$ cat config.mk
export PLATFORM = sky130hd
export DESIGN_NAME = seg_scan_drv
export DESIGN_NICKNAME = d
export VERILOG_FILES = /design/src/rtl/seg_scan_drv.sv
export SDC_FILE = /design/constraint.sdc
export NUM_CORES = 1
export LEC_CHECK = 0
export BUFFER_PORTS_ARGS = -buffer_cell sky130_fd_sc_hd__buf_2
export CORE_MARGIN = 4
export CORE_UTILIZATION = 60
export CTS_CLUSTER_SIZE = 40
export DETAILED_ROUTE_END_ITERATION = 6
export HOLD_SLACK_MARGIN = 0.02
export PLACE_DENSITY = 0.89
export SLEW_MARGIN = 5
export SYNTH_ARGS = -nofsm -noshare
export SYNTH_HDL_FRONTEND = slang
export SYNTH_SLANG_ARGS = --single-unit
$ cat constraint.sdc
create_clock -name clk -period 6 [get_ports clk]
set_input_delay 0.6 -clock clk [delete_from_list [all_inputs] [get_ports clk]]
set_output_delay 0.6 -clock clk [all_outputs]
set_load 0.02 [all_outputs]
$ cat src/rtl/seg_scan_drv.sv
// seg_scan_drv: four-digit multiplexed 7-segment scanner.
// Shadow/display double buffer, publish at frame boundary.
module seg_scan_drv #(
  parameter int DIV  = 1000,
  parameter int DEAD = 8
) (
  input  logic       clk,
  input  logic       rst,
  input  logic       wr_en,
  input  logic [1:0] wr_idx,
  input  logic [7:0] wr_seg,
  input  logic       commit,
  input  logic       blank,
  output logic [3:0] an,
  output logic [7:0] seg,
  output logic       commit_ack,
  output logic       frame_tick
);

  logic [15:0] r_cnt;
  logic [1:0]  r_dig;
  logic        r_pend;
  logic [7:0]  r_shadow [4];
  logic [7:0]  r_disp   [4];
  logic [3:0]  r_an;
  logic [7:0]  r_seg;
  logic        r_ack;
  logic        r_tick;

  logic        w_wrap;
  logic        w_bound;
  logic        w_copy;
  logic        w_dead;
  logic [15:0] w_cnt_nx;
  logic [1:0]  w_dig_nx;
  logic [7:0]  w_seg_nx;

  assign w_wrap   = (r_cnt == 16'(DIV - 1));
  assign w_bound  = w_wrap && (r_dig == 2'd3);
  assign w_copy   = w_bound && (r_pend || commit);
  assign w_cnt_nx = w_wrap ? 16'd0 : r_cnt + 16'd1;
  assign w_dig_nx = w_wrap ? r_dig + 2'd1 : r_dig;

  // On a copy edge the next slot is digit 0 and must
  // already show the freshly published pattern.
  assign w_seg_nx = w_copy ? r_shadow[w_dig_nx]
                           : r_disp[w_dig_nx];

  generate
    if (DEAD == 0) begin : g_nodead
      assign w_dead = 1'b0;
    end else begin : g_dead
      assign w_dead = (w_cnt_nx < 16'(DEAD));
    end
  endgenerate

  // Prescaler, digit index and commit-pending flag.
  always_ff @(posedge clk) begin
    if (rst) begin
      r_cnt  <= 16'd0;
      r_dig  <= 2'd0;
      r_pend <= 1'b0;
    end else begin
      r_cnt <= w_cnt_nx;
      r_dig <= w_dig_nx;
      if (w_bound)
        r_pend <= 1'b0;
      else if (commit)
        r_pend <= 1'b1;
    end
  end

  // Host-written shadow buffer.
  always_ff @(posedge clk) begin
    if (rst) begin
      for (int i = 0; i < 4; i++)
        r_shadow[i] <= 8'hFF;
    end else if (wr_en) begin
      r_shadow[wr_idx] <= wr_seg;
    end
  end

  // Display buffer, refreshed from pre-edge shadow at boundary.
  always_ff @(posedge clk) begin
    if (rst) begin
      for (int i = 0; i < 4; i++)
        r_disp[i] <= 8'hFF;
    end else if (w_copy) begin
      for (int i = 0; i < 4; i++)
        r_disp[i] <= r_shadow[i];
    end
  end

  // Registered pin drive and status pulses.
  always_ff @(posedge clk) begin
    if (rst) begin
      r_an   <= 4'hF;
      r_seg  <= 8'hFF;
      r_ack  <= 1'b0;
      r_tick <= 1'b0;
    end else begin
      r_ack  <= w_copy;
      r_tick <= w_bound;
      if (blank || w_dead) begin
        r_an  <= 4'hF;
        r_seg <= 8'hFF;
      end else begin
        r_an  <= ~(4'b0001 << w_dig_nx);
        r_seg <= w_seg_nx;
      end
    end
  end

  assign an         = r_an;
  assign seg        = r_seg;
  assign commit_ack = r_ack;
  assign frame_tick = r_tick;

endmodule

### Yosys cells after proc, flatten, opt, wreduce, memory -nomap -nowiden

Memories as Yosys holds them, arrays and structs flattened. A register that Yosys moved wholly into a read port is not among the register bits.
Cells that the tools add are included.

* eq/ne operators: 2
* add/sub/neg operators: 2
* bitwise logic cells: 5
* shift-type cells: 1
* reductions and logical operators: 7
* muxes and demuxes: 17
* magnitude comparators: 1

Operator list (number)
* two-way mux 8 bit: 5
* adder 16 x 1 -> 16 bit (second input constant): 1
* equality test 16 x 10 -> 1 bit (second input constant): 1
* less-than comparator 16 x 4 -> 1 bit (second input constant): 1
* two-way mux 16 bit: 1
* two-way mux 1 bit: 9
* OR reduction 8 bit: 1
* two-way mux 2 bit: 2
* inverter 4 bit: 1
* OR 1 bit: 4
* OR reduction 2 bit: 2
* left shift 1 x 2 -> 4 bit (first input constant): 1
* adder 2 x 1 -> 2 bit (second input constant): 1
* equality test 2 bit (second input constant): 1
* logical AND 1 bit: 2
* logical OR 1 bit: 2

* logic and storage cells: 43
* output and inout port bits: 14
* input port bits: 15
* RAM bits: 64
* register bits: 25
* memories: 2

Memories
* r_disp: depth 4, width 8, read ports 1, clocked after Yosys merged registers in 1, write ports 4, line 24 `logic [7:0] r_disp [4];`
* r_shadow: depth 4, width 8, read ports 4, clocked after Yosys merged registers in 0, write ports 4, line 23 `logic [7:0] r_shadow [4];`

### Longest topological paths before layout

Gate-level depths: netlist of the first run.

* depth after elaboration: 7
* depth in mapped cells: 9

### Worst setup path after synthesis of the first run

Ideal clock, no wire load.

* path type: register to register
* from: register r_cnt[0]
* to: memory r_disp[0][0], enable pin
* slack: 2607 ps
* required time: 5572 ps
* arrival time: 2965 ps
* setup time: 428 ps
* cell stages (with the launch flop): 8
* path buffers: 1
* cell sequence: dfxtp_1 ha_1 nor4b_1 and4b_1 and2_1 buf_4 nand2_2 o21bai_1

RTL lines
* start, declared: line 20 `logic [15:0] r_cnt;`
* start signal, assigned: line 64 `r_cnt <= w_cnt_nx;`
* end, declared: line 24

### Worst setup path in the final report of the first run

* from: register r_cnt[0]
* to: register r_an[0], in the netlist an[0]

* word-level cells in the longest chain between the ends: 5

RTL lines
* adder 16 x 1 -> 16 bit / equality test 16 x 10 -> 1 bit (equally long branches): line 41, 38
* two-way mux 16 bit: line 41 `assign w_cnt_nx = w_wrap ? 16'd0 : r_cnt + 16'd1;`
* less-than comparator 16 x 4 -> 1 bit: line 53 `assign w_dead = (w_cnt_nx < 16'(DEAD));`
* logical OR 1 bit: line 104 `if (blank || w_dead) begin`
* OR reduction 2 bit (no line)
* end signal, assigned: line 108 `r_an <= ~(4'b0001 << w_dig_nx);`
* end, declared: line 25 `logic [3:0] r_an;`

Several ways; a longest one is shown, not always the timed one.
A chain may end at the register's enable or synchronous reset.

==> results.py, run 1 <==
metrics = {
    "placed_design": {
        "io_buffers": 28,
        "dp_hpwl_mm": 5.40,
        "pre_cts_ws_ps": 2970,
        "gp_congestion": 0.880,
    },
    "clock_network": {
        "clk_path_buf_depth": 2,
        "cts.clk_slew.worst_paths_ps": 100,
        "clock_sinks": 97,
        "hold_buffers": 0,
        "cts_made_buffers": 9,
        "ctsResizeCount": 0,
        "cts_root_buffer": "clkbuf_8",
        "post-cts-setup-buffers": 0,
        "h-tree-depth": 3,
        "cts_tree": "yes",
        "clk_latency_ps": 370,
    },
    "grt": {
        "gr-max-usage-layer": "met2",
        "grt.met2_usage": 0.316,
        "track_usage": 0.185,
        "grt_max_degree": 36,
        "grt_use_met3": 0.0526,
        "grtUsageMet1": 0.222,
        "grt_pass1_vias": 2647,
        "grt_pass1_wl_mm": 12.5,
        "overflow": 0,
        "antenna_found_initial": 0,
    },
    "yosys": {
        "yosysTopAreaCellShare": 0.429,
        "synth_largest_area_cell": "edfxtp_1",
        "synth_cells": 369,
        "synth_area_leaders": "edfxtp_1 (43%), dfxtp_1 (15%), mux2i_1 (5.6%)",
        "syn_avg_cell_area_um2": 12.2,
        "ys.flop_type": "edfxtp_1",
        "ys_seq_area_frac": 0.576,
        "ys_ff_latch": 97,
        "ys_warn_count": 0,
        "syn_area_mm2": 0.00448,
        "synthArstFlopShare": 0,
        "synth_cell_types": 58,
        "syn_nets": 386,
        "synth_edf_count": 64,
    },
    "floorplan": {
        "die_w_um": 94.5,
        "core_mm2": 0.00725,
        "die_h_um": 94.5,
        "ioPinCount": 29,
        "row_count": 31,
        "start_util": 0.618,
        "fp.dieArea_mm2": 0.00892,
    },
    "pwr": {
        "total_power_w": 0.00118,
        "p_per_area_mw_per_mm2": 244,
        "peakVddDrop_uv": 170,
        "p_leak_nw": 1.46,
    },
    "setup_path": {
        "worstSetupPathType": "flip-flop to flip-flop",
        "cp_num_buf_inv": 0,
        "crit_arrival_ps": 3200,
        "path_max_fanout": 12,
        "crit_family": "compound AO/OA/AOI/OAI gates",
        "cp-end-kind": "flip-flop",
        "critPathSlowestCell": "a311oi_2",
        "start_kind": "flip-flop",
        "r2r-end": "an[0]",
        "r2r_cells": 7,
        "slowest_delay_ps": 980,
        "path_cells": "ha_1 > and4_1 > nand4_1 > mux2i_1 > a31o_2 > a311oi_2 > nand3_1",
        "r2r-start": "r_cnt[0]",
        "reg2reg_slack_ps": 3000,
        "cp_data_required_time_ps": 6200,
    },
    "timing": {
        "tightest_slew_ps": 1240,
        "period_share": 0.500,
        "fmax_ghz": 0.333,
        "tns_ps": 0,
        "finalHoldWorstSlack_ps": 512,
        "min_period_ps": 3000,
        "slew_headroom": 0.175,
        "setup_viol": 0,
        "rsz0062_at_grt": "no",
        "hold_violations": 0,
        "postLayoutSetupSlackWorst_ps": 3000,
        "fin_skew_ps": 11.0,
        "drv_slew": 0,
    },
    "detailed_routing": {
        "wirelength_mm": 7.54,
        "vias": 2712,
        "drt-initial-drc-count": 151,
        "drtAntennaViolNets": 0,
        "drt-vias-per-instance": 5.51,
        "post-route-drc-count": 0,
        "drt-pass1-iter-count": 5,
        "wl_per_cell_um": 15.3,
    },
    "cells_and_area": {
        "layout-drive-gt1-share": 0.226,
        "num_antenna_cells": 0,
        "nets": 405,
        "fillers": 529,
        "postLayoutCoreUtil": 0.665,
        "area_delta_synth_final_pct": 7.59,
    },
    "hold_path": {
        "holdCritPathClass": "flip-flop to flip-flop",
        "worstHoldStart": "r_shadow[0][4]",
        "min_to": "r_disp[0][4]",
        "holdPathStages": 1,
    },
    "flow_run": {
        "maxCapViolCount": 0,
    },
    "run_status": {
        "status": "complete, no violations",
    },
}
==> where the power goes <==
| group | switching (W) | internal (W) |
|---|---|---|
| clock network | 0.000241 | 0.000163 |
| registers | 0.00000800 | 0.000729 |
| logic | 0.0000235 | 0.0000134 |
==> registers in the layout, indices dropped and copies added (netlist names) <==
name / flops
r_cnt: 16
r_shadow: 32
seg: 8
frame_tick: 1
r_disp: 32
r_pend: 1
r_dig: 2
commit_ack: 1
an: 4
==> stage by stage <==
| stage | instance area, um^2 | instances |
|---|---|---|
| floorplan | 4480 | 369 |
| global placement | 4630 | 476 |
| detailed placement | 4630 | 476 |
| CTS | 4820 | 492 |
| global route | 4820 | 492 |
| finish | 4820 | 492 |
==> placed cells by master, fill, tap and decap left out, types with 3 or more instances in the layout <==
cell type  netlist  final
or2_1           29     29
a31o_2           3      3
or2_2            9      9
o211ai_1         8      8
clkbuf_8         0      9
nand2_1         13     13
xor2_1           8      8
and3_1           3      3
nor2_1          25     25
buf_2            2     28
mux2i_1         25     25
and2_1           3      3
nand2b_1        34     34
nor2b_1          3      3
xnor2_1          9      9
nand4_1          6      6
dfxtp_1         33     32
inv_1            4      4
mux2_2           8      8
edfxtp_1        64     64
nand3_1          6      6
a22oi_1          8      8
nand2_2          8      8
==> area by class of cell <==
type                       instances  area [um^2]  share of cell area
tap                               99          124              0.0257
inverter                           4         15.0             0.00311
clock inverter                     7         70.1              0.0145
clock buffer                       9          124              0.0257
timing repair buffer              29          148              0.0306
sequential                        97         2580               0.536
multi-input combinational        247         1760               0.365
==> routing by layer <==
metal  vias to the layer above  routed length [um]
met5                         -                   0
met4                         0                 169
met3                        16                 347
met2                        66                3740
met1                      1281                3280
li1                       1349                   -
==> synth_stat cells, drive strengths merged (3+ instances only) <==
master,n
a22oi,8
nand2b,34
and2,3
nand4,7
and3,3
mux2i,25
or2,38
nor2,25
nand3,9
mux2,8
nor2b,3
o211ai,8
dfxtp,33
nand2,22
xnor2,9
buf,12
xor2,8
inv,4
a31o,3
clkbuf,9
nor3b,3
edfxtp,64
==> worst max path at each step <==
| stage | from | to | slack (ps) | cells past startpoint |
|---|---|---|---|---|
| detailed placement | r_cnt[0] | an[0] | 2970 | 7 |
| CTS | r_cnt[0] | an[0] | 2960 | 7 |
| global route | r_cnt[0] | an[0] | 2680 | 7 |
| finish | r_cnt[0] | an[0] | 3000 | 7 |
| global placement | r_cnt[0] | an[3] | 3120 | 7 |
| floorplan | r_cnt[0] | r_disp[0][0] | 2610 | 7 |
==> cells by family (layout without fill, tap and decap cells) <==
family	count (synthesis)	in the layout	synth area share
AO/OA/AOI/OAI	36	36	0.0619
XOR/XNOR	17	17	0.0332
adder cells (fa/ha/maj)	2	2	0.00558
buffers and inverters	25	49	0.0324
flip-flops	97	97	0.576
multiplexers	33	33	0.0759
AND/OR/NAND/NOR	159	159	0.215
==> worst reg2reg max path, delay by kind of cell, from the launching register on <==
kind            cells  cell delay, ps
mux                 1             170
fa+ha+maj           1             300
simple gates        3             710
compound gates      2            1220
flops               1             420
No activity file was read; power rests on OpenSTA's default activity.
==> run 2: changes to the inputs <==
- CORE_UTILIZATION: 60 -> 54
- PLACE_DENSITY: 0.89 -> 0.85
- clock period: 6 -> 2.7 ns (I/O delays scaled with it)
==> run 2 against run 1 <==
Sequential share of layout area fell by 0.91 points. Global-route usage fell by 3.1 points. Largest power group unchanged. Largest cell class unchanged. Clock power rose by 120%. Count of clock-buffer cells in the layout did not move. Utilization fell by 4.3 points.
==> results.py, run 2 (same netlist as run 1, synthesis figures left out) <==
metrics = {
    "timing": {
        "min_period_ps": 2540,
        "hold_violations": 0,
        "setup_viol": 0,
        "tns_ps": 0,
        "tightest_slew_ps": 697,
        "period_share": 0.941,
        "fmax_ghz": 0.394,
        "fin_skew_ps": 10.9,
        "rsz0062_at_grt": "no",
        "drv_slew": 0,
        "slew_headroom": 0.535,
    },
    "floorplan": {
        "ioPinCount": 29,
        "die_h_um": 99.1,
        "row_count": 32,
        "start_util": 0.569,
        "core_mm2": 0.00789,
        "die_w_um": 99.1,
        "fp.dieArea_mm2": 0.00983,
    },
    "detailed_routing": {
        "wirelength_mm": 7.10,
        "vias": 2664,
        "drt-vias-per-instance": 5.31,
        "drt-initial-drc-count": 92,
        "post-route-drc-count": 0,
        "wl_per_cell_um": 14.2,
        "drtAntennaViolNets": 0,
        "drt-pass1-iter-count": 4,
    },
    "setup_path": {
        "critPathSlowestCell": "or3_4",
        "reg2reg_slack_ps": 160,
        "path_cells": "ha_2 > nor4b_1 > and4b_2 > and2_1 > nand2_2 > or3_4 > or2_2",
        "path_max_fanout": 33,
        "start_kind": "flip-flop",
        "cp_data_required_time_ps": 2820,
        "cp-end-kind": "flip-flop",
        "slowest_delay_ps": 460,
        "cp_num_buf_inv": 0,
        "crit_family": "simple AND/OR/NAND/NOR gates",
        "crit_arrival_ps": 2660,
        "worstSetupPathType": "flip-flop to flip-flop",
    },
    "clock_network": {
        "cts.clk_slew.worst_paths_ps": 110,
        "h-tree-depth": 3,
        "clk_path_buf_depth": 2,
        "cts_made_buffers": 9,
        "post-cts-setup-buffers": 0,
        "cts_root_buffer": "clkbuf_8",
        "clk_latency_ps": 370,
        "clock_sinks": 97,
        "cts_tree": "yes",
        "ctsResizeCount": 0,
        "hold_buffers": 0,
    },
    "placed_design": {
        "gp_congestion": 0.866,
        "io_buffers": 28,
        "dp_hpwl_mm": 5.28,
    },
    "cells_and_area": {
        "postLayoutCoreUtil": 0.622,
        "area_delta_synth_final_pct": 9.46,
        "layout-drive-gt1-share": 0.245,
        "final_common_cell": "edfxtp_1",
        "nets": 412,
        "reg_top3": "r_disp: 32 flops, r_shadow: 32 flops, r_cnt: 16 flops",
        "final_cell_mix": "edfxtp_1 (64), nand2b_1 (34), dfxtp_1 (32), or2_1 (29), buf_2 (28)",
        "num_antenna_cells": 0,
        "fillers": 591,
    },
    "pwr": {
        "p_per_area_mw_per_mm2": 536,
        "p_leak_nw": 1.50,
        "peakVddDrop_uv": 431,
    },
    "grt": {
        "antenna_found_initial": 0,
        "track_usage": 0.153,
        "grt_pass1_vias": 2613,
        "grt_max_degree": 35,
        "grt_pass1_wl_mm": 12.0,
        "overflow": 0,
    },
    "flow_run": {
        "maxCapViolCount": 0,
    },
    "run_status": {
        "status": "complete, no violations",
    },
    "hold_path": {
        "holdCritPathClass": "input port to flip-flop",
    },
}
==> run 2: changes by cell type in the layout (fill, tap and decap cells not counted), sizes merged <==
cell,before,now
buf,29,36
clkinv,3,2
inv,8,9
==> run 2: area by class of cell <==
class | count | area, um^2 | area share
sequential | 97 | 2580 | 0.526
multi-input combinational | 247 | 1770 | 0.361
timing repair buffer | 36 | 213 | 0.0433
tap | 102 | 128 | 0.0260
clock buffer | 9 | 124 | 0.0252
clock inverter | 7 | 73.8 | 0.0150
inverter | 4 | 15.0 | 0.00306
==> run 2: path summary, 6_finish.rpt <==
kind                        from              to  depth (start not counted)
setup / recovery        r_cnt[0]    r_disp[3][1]                          7
setup reg to reg        r_cnt[0]    r_disp[3][1]                          7
hold / removal         wr_seg[1]  r_shadow[3][1]                          2
hold reg to reg   r_shadow[1][0]    r_disp[1][0]                          1
==> run 2: metal layers <==
metal | global-route usage | part of all wire | up-vias
met5 | 0 | 0 | -
met4 | 0.0389 | 0.012 | 0
met3 | 0.0512 | 0.046 | 9
met2 | 0.263 | 0.50 | 43
met1 | 0.186 | 0.44 | 1251
li1 | - | - | 1361
==> run 2: report_power, final <==
group	internal [W]	switching, W	leakage, nW	total (W)
clock	0.000366	0.000542	0.101	0.000908
sequential	0.00162	0.0000187	0.802	0.00164
combinational	0.0000344	0.0000503	0.601	0.0000846
total	0.00202	0.000611	1.50	0.00263
==> run 2: metrics by stage <==
stage / std cells / power [W] / hold WS (ps) / area [um^2] / setup WS [ps]
2_1_floorplan: 369 / 0.00172 / 385 / 4500 / 304
3_3_place_gp: 486 / 0.00175 / 467 / 4710 / 258
4_1_cts: 502 / 0.00265 / 169 / 4900 / 111
6_report: 502 / 0.00263 / 180 / 4910 / 159
5_1_grt: 502 / 0.00272 / 181 / 4910 / 8.23
3_5_place_dp: 486 / 0.00176 / 484 / 4710 / 129
==> run 2: worst register-to-register path: stages, from the launching register on <==
cell and delay, ps:
dfxtp_1 430, ha_2 280, nor4b_1 240, and4b_2 310, and2_1 180, nand2_2 90
or3_4 460, or2_2 320
